`src/rtl/irq_pkg.sv`:
```
// Shared definitions for the interrupt controller: register window offsets,
// register-select encoding and the default line count.
package irq_pkg;

  localparam int DEFAULT_NIRQ = 8;

  localparam logic [3:0] OFF_PENDING = 4'h0;
  localparam logic [3:0] OFF_MASK    = 4'h4;
  localparam logic [3:0] OFF_ACTIVE  = 4'h8;
  localparam logic [3:0] OFF_OVERRUN = 4'hC;

  typedef enum logic [1:0] {
    SEL_PENDING = 2'(OFF_PENDING >> 2),
    SEL_MASK    = 2'(OFF_MASK >> 2),
    SEL_ACTIVE  = 2'(OFF_ACTIVE >> 2),
    SEL_OVERRUN = 2'(OFF_OVERRUN >> 2)
  } reg_sel_e;

  // Word select within the 16-byte window; byte lanes are ignored.
  function automatic reg_sel_e decode_sel(input logic [31:0] adr);
    return reg_sel_e'(adr[3:2]);
  endfunction

endpackage

```
`src/rtl/irq_edge_detect.sv`:
```
// Rising-edge detector over all interrupt lines; irq_prev clears on reset so a
// line held high through reset reports one edge once reset is released.
module irq_edge_detect #(
  parameter int NIRQ = irq_pkg::DEFAULT_NIRQ
) (
  input  logic            clk,
  input  logic            reset,
  input  logic [NIRQ-1:0] irq_in,
  output logic [NIRQ-1:0] edges
);

  logic [NIRQ-1:0] irq_prev;

  always_ff @(posedge clk) begin
    if (reset) irq_prev <= '0;
    else       irq_prev <= irq_in;
  end

  assign edges = irq_in & ~irq_prev;

endmodule

```
`src/rtl/irq_controller.sv`:
```
// Memory-mapped interrupt controller: edge-latched PENDING, MASK, OVERRUN and
// a registered interrupts output equal to PENDING & MASK.
module irq_controller
  import irq_pkg::*;
#(
  parameter logic [31:0] BASE_ADDR = 32'hFFFF_0000,
  parameter int          NIRQ      = DEFAULT_NIRQ
) (
  input  logic            clk,
  input  logic            reset,
  input  logic [NIRQ-1:0] irq_in,
  input  logic            memwrite,
  input  logic [31:0]     dataadr,
  input  logic [31:0]     writedata,
  output logic [31:0]     readdata,
  output logic [NIRQ-1:0] interrupts
);

  logic [NIRQ-1:0] edges;
  logic [NIRQ-1:0] pending, mask, overrun;
  logic [NIRQ-1:0] pending_nxt, mask_nxt, overrun_nxt;
  logic [NIRQ-1:0] wdata, clr_pending, clr_overrun, rd_vec;
  logic            hit, wr;
  reg_sel_e        sel;
  logic            unused_bits;

  irq_edge_detect #(.NIRQ(NIRQ)) u_edge (
    .clk    (clk),
    .reset  (reset),
    .irq_in (irq_in),
    .edges  (edges)
  );

  assign unused_bits = ^{dataadr[1:0], writedata};

  always_comb begin
    hit   = (dataadr[31:4] == BASE_ADDR[31:4]);
    sel   = decode_sel(dataadr);
    wr    = memwrite & hit;
    wdata = writedata[NIRQ-1:0];

    clr_pending = (wr && sel == SEL_PENDING) ? wdata : '0;
    clr_overrun = (wr && sel == SEL_OVERRUN) ? wdata : '0;

    // Set beats clear: OR the new edges in after the W1C mask.
    pending_nxt = (pending & ~clr_pending) | edges;
    overrun_nxt = (overrun & ~clr_overrun) | (edges & pending);
    mask_nxt    = (wr && sel == SEL_MASK) ? wdata : mask;
  end

  // Register stage: interrupts is built from next-state values so a new edge
  // or mask write is visible right after the edge that captures it.
  always_ff @(posedge clk) begin
    if (reset) begin
      pending    <= '0;
      mask       <= '0;
      overrun    <= '0;
      interrupts <= '0;
    end else begin
      pending    <= pending_nxt;
      mask       <= mask_nxt;
      overrun    <= overrun_nxt;
      interrupts <= pending_nxt & mask_nxt;
    end
  end

  always_comb begin
    unique case (sel)
      SEL_PENDING: rd_vec = pending;
      SEL_MASK:    rd_vec = mask;
      SEL_ACTIVE:  rd_vec = pending & mask;
      SEL_OVERRUN: rd_vec = overrun;
      default:     rd_vec = '0;
    endcase
    readdata = '0;
    if (hit) readdata[NIRQ-1:0] = rd_vec;
  end

endmodule

```
`config.mk`:
```
export PLATFORM = sky130hd
export DESIGN_NAME = irq_controller
export DESIGN_NICKNAME = d
export VERILOG_FILES = /design/src/rtl/irq_pkg.sv /design/src/rtl/irq_edge_detect.sv /design/src/rtl/irq_controller.sv
export SDC_FILE = /design/constraint.sdc
export NUM_CORES = 1
export LEC_CHECK = 0
export ABC_CLOCK_PERIOD_IN_PS = 1900
export BUFFER_PORTS_ARGS = -buffer_cell sky130_fd_sc_hd__buf_2
export CAP_MARGIN = 5
export CORE_MARGIN = 2
export CORE_UTILIZATION = 40
export CTS_BUF_LIST = sky130_fd_sc_hd__clkbuf_16
export DETAILED_ROUTE_END_ITERATION = 6
export PLACE_DENSITY = 0.69
export SYNTH_ARGS = -nofsm -noshare
export SYNTH_HDL_FRONTEND = slang
export SYNTH_SLANG_ARGS = --single-unit
```
`constraint.sdc`:
```
create_clock -name clk -period 1.9 [get_ports clk]
set_clock_uncertainty 0.1 [all_clocks]
set_input_delay 0.095 -clock clk [delete_from_list [all_inputs] [get_ports clk]]
set_output_delay 0.095 -clock clk [all_outputs]
set_load 0.02 [all_outputs]
```
=== Yosys cells after proc, flatten, opt, wreduce, memory -nomap -nowiden ===
Cells that the tools add are included.
Widths: inputs -> output; s select.

* Register bits after elaboration: 40
* Word-level logic and storage cells: 30
* Input port bits: 75
* Output and inout port bits: 40

* Equality and inequality tests: 4
* Bitwise gates (word level): 12
* Mux-type cells: 5
* Reduce and logical (&&, ||, !) cells: 4

{| class="wikitable"
|+ Operator list
! operator !! count
|-
| $and 8x8->8 || 6
|-
| $mux 8 || 4
|-
| $pmux 8 s4 || 1
|-
| $eq 28x28->1 const B || 1
|-
| $not 8->8 || 3
|-
| $or 8x8->8 || 2
|-
| $eq 2x2->1 const B || 2
|-
| $logic_and 1x1->1 || 3
|-
| $eq 2x1->1 const B || 1
|-
| $logic_not 2->1 || 1
|-
| $and 1x1->1 || 1
|}

=== Longest topological paths before layout ===
* Depth after elaboration: 8
* Depth in mapped cells: 6
* Mapped depth without buffers: 4

=== Cells and area by module ===
Synthesis repeated with hierarchy kept, for this count alone.

* Cell total of the unflattened synthesis: 231
* Area, all modules: 2238.4 um^2

{| class="wikitable"
|+ By module, submodules not included
! module !! sequential area each (um^2) !! area each (um^2) !! times used !! cells an instance
|-
| irq_controller || 640.6 || 1978.1 || 1 || 207
|-
| irq_edge_detect || 160.2 || 260.2 || 1 || 24
|}

=== Worst setup path after synthesis ===
Ideal clock, no wire load.

* Path type: input -> output
* Start: input port dataadr[5]
* End: output port readdata[0]
* Arrival: 1.482 ns
* Stages on the path: 5
* Required time: 1.705 ns
* Setup slack: 0.223 ns
* Buffers on the path: 1
* Cell sequence: nor4_4 > nand4_4 > or2_1 > buf_6 > a211oi_2

* Cells in the longest elaborated chain, start to end: 2

{| class="wikitable"
|+ Ends and longest elaborated chain
! element !! line !! text
|-
| from (decl) || irq_controller.sv:13 || <nowiki>input logic [31:0] dataadr,</nowiki>
|-
| $eq 28x28->1 || irq_controller.sv:37 || <nowiki>hit = (dataadr[31:4] == BASE_ADDR[31:4]);</nowiki>
|-
| $mux 8 || irq_controller.sv:76 || <nowiki>if (hit) readdata[NIRQ-1:0] = rd_vec;</nowiki>
|-
| to (decl) || irq_controller.sv:15 || <nowiki>output logic [31:0] readdata,</nowiki>
|}

No other way between the ends.

=== Worst setup path after layout ===
* Start: input port dataadr[31]
* End: output port readdata[0]

Same word-level chain as after synthesis.

==> out/qor.txt <==
H-tree levels: 2
total CTS buffers: 5
clock tree buffer depth: 2
GR Util All Layers: 17.49%
Gate power share: 14.4%
cell area after synthesis: 0.002267 mm^2
max_cap viols: 0
initial antenna violation count: 0
via count: 1907
Critical Setup Path Class: input pin to output pin
unrepaired setup endpoints after global routing: no
CP max FO: 8
row count: 27
EDFF count, synth: 0
outcome: completed
Wirelength per Cell: 13.68 um
Psw: 0.4995 mW
Yosys top cell by area: dfxtp_1
setup TNS: 0 ps
Final Hold Viols: 0
clk sink count: 40
Die Area: 0.006286 mm^2
CTS tree: yes
sw frac: 25.45%
share of the synthesized area in the top cell type: 35.32%
final wirelength: 5.170 mm
share of cells above drive strength 1: 37.25%
Clk pwr share: 39.8%
top cells by instance count after synthesis: dfxtp_1, a21oi_1, buf_4, nor2b_1
CP startpoint kind: input pin
DRT Pass-1 Iters: 4
PortBufs: 64
Nets: 380
I/O Pins: 115
DRC errors left: 0
Core Area: 0.005507 mm^2
Yosys cell types: 32
global-route wire length before repair: 8.569 mm
Placement Setup Slack: 86.00 ps
Clk Tree Root Cell: clkbuf_16
flops & latches, synth: 40
Tcrit/Tclk final: 87.66%
hpwl dp: 3.784 mm
Starting Density: 41.17%
min Tclk post-route: 1665 ps
hold endpoint: mask[1]$_SDFF_PP0_
Primary FF master, synth: dfxtp_1
ys async rst share: 0%
Worst R2R Start: u_edge.irq_prev[7]$_SDFF_PP0_
Initial DRC Count: 72
Cell Pwr Density: 684.5 mW/mm^2
routability cong.: 0.7561
Area contributors post-synth: dfxtp_1, buf_4, o31ai_4
Critical Path AT: 1470 ps
Pleak: 1.188 nW
Sequential Power Share: 45.8%
clock insertion delay at the later pin of the skew report: 280 ps
register area share after synthesis: 35.32%
Cells on Worst Hold Path: 3
Post-CTS Setup Repair Bufs: 0
largest net degree at the start of global routing: 23
Avg Vias per Cell: 5.045
Mapped Avg Cell Area: 10.08 um^2
Int Pwr: 1.463 mW
vias in the first global route: 1858
die height: 79.29 um
worst r2r dst: overrun[7]$_SDFF_PP0_
GRT overflow: 0
hold path start: writedata[1]
P&R area growth vs syn: 26.49%
ant diodes: 0
Worst Slack Setup Final: 234.5 ps
die width: 79.29 um
Worst setup EP type: output pin
worst hold slack: 17.70 ps
Mapped Cells: 225
CP Launch Point: dataadr[31]
reg2reg setup slack: 910 ps
Worst Reg2Reg Path Length in Cells: 3
Pins Over Slew Limit: 0
worst path required time: 1700 ps
VDD IR max: 508.5 uV
ANT nets after route: 0
worst hold path class: input pin to flop
Reg clk slew, reported paths: 60 ps
most common cell in the netlist: dfxtp_1
f_max: 600.4 MHz
Synth warnings: 0
final-report setup violation count: 0
power by group through the flow:
stage	Sequential [mW]	Clock, mW	Combinational [mW]
3_3_place_gp	0.916	0	0.262
5_1_grt	0.903	0.828	0.310
4_1_cts	0.899	0.802	0.282
6_report	0.899	0.782	0.282
3_5_place_dp	0.917	0	0.268
2_1_floorplan	0.911	0	0.216
cell families after synthesis:
family                 after synthesis  share of synthesized area (%)
AO/OA/AOI/OAI                       80                          30.52
AND/OR/NAND/NOR                     51                          17.99
buffers and inverters               45                          12.47
flip-flops                          40                          35.32
multiplexers                         8                          3.532
other                                1                         0.1654
sequential cells by signal (all words and copies together), names as in the netlist:
register         count
interrupts           8
u_edge.irq_prev      8
overrun              8
mask                 8
pending              8
stage by stage:
step	total power [mW]	util (%)	instance area (um^2)	instances
finish	1.963	52.08	2868	378
global route	2.041	52.08	2868	378
CTS	1.983	52.03	2865	378
detailed placement	1.185	48.10	2649	362
global placement	1.179	48.10	2649	362
floorplan	1.127	-	2354	248
layout make-up:
class                           instances  area, um^2
Fill cell                             527        2639
Multi-Input combinational cell        163        1272
Sequential cell                        40       800.8
Timing Repair Buffer                   87       538.0
Clock buffer                            5       125.1
Tap cell                               72       90.09
Inverter                                8       30.03
Clock inverter                          3       11.26
placed cells by master (no fill, tap or decap), types with 9 or more instances in the layout:
cell type and count:
dfxtp_1 40, inv_1 10, nand3_1 9, nand2b_1 9, conb_1 24, a21oi_1 31, buf_2 64, buf_4 13
nor2b_1 16
worst max-delay path, cell delays in order:
cell      delay (ps)
buf_2             70
nand4_1          200
or3_1            390
or2_4            320
a211oi_2         190
buf_2            200
how the worst max path moves through the flow:
stage,end,slack [ps],cells after the start
after floorplan,readdata[0],220,5
after global placement,readdata[1],90,6
after detailed placement,readdata[4],90,6
after CTS,readdata[4],70,6
after global routing,readdata[2],80,6
final,readdata[0],230,6
per-layer routing:
metal,global-route usage (%),part of all wire (%),up-vias
li1,-,-,949
met1,21.00,43,899
met2,30.25,50,51
met3,4.091,5.2,8
met4,6.552,1.4,0
met5,0,0,-
repair_timing:
item                                    CTS  global route
endpoints found under the setup margin    0             8
hold endpoints to repair                  8             0
resized for setup                         0             2
hold buffers                              8             0
(Power assumes the default switching activity.)
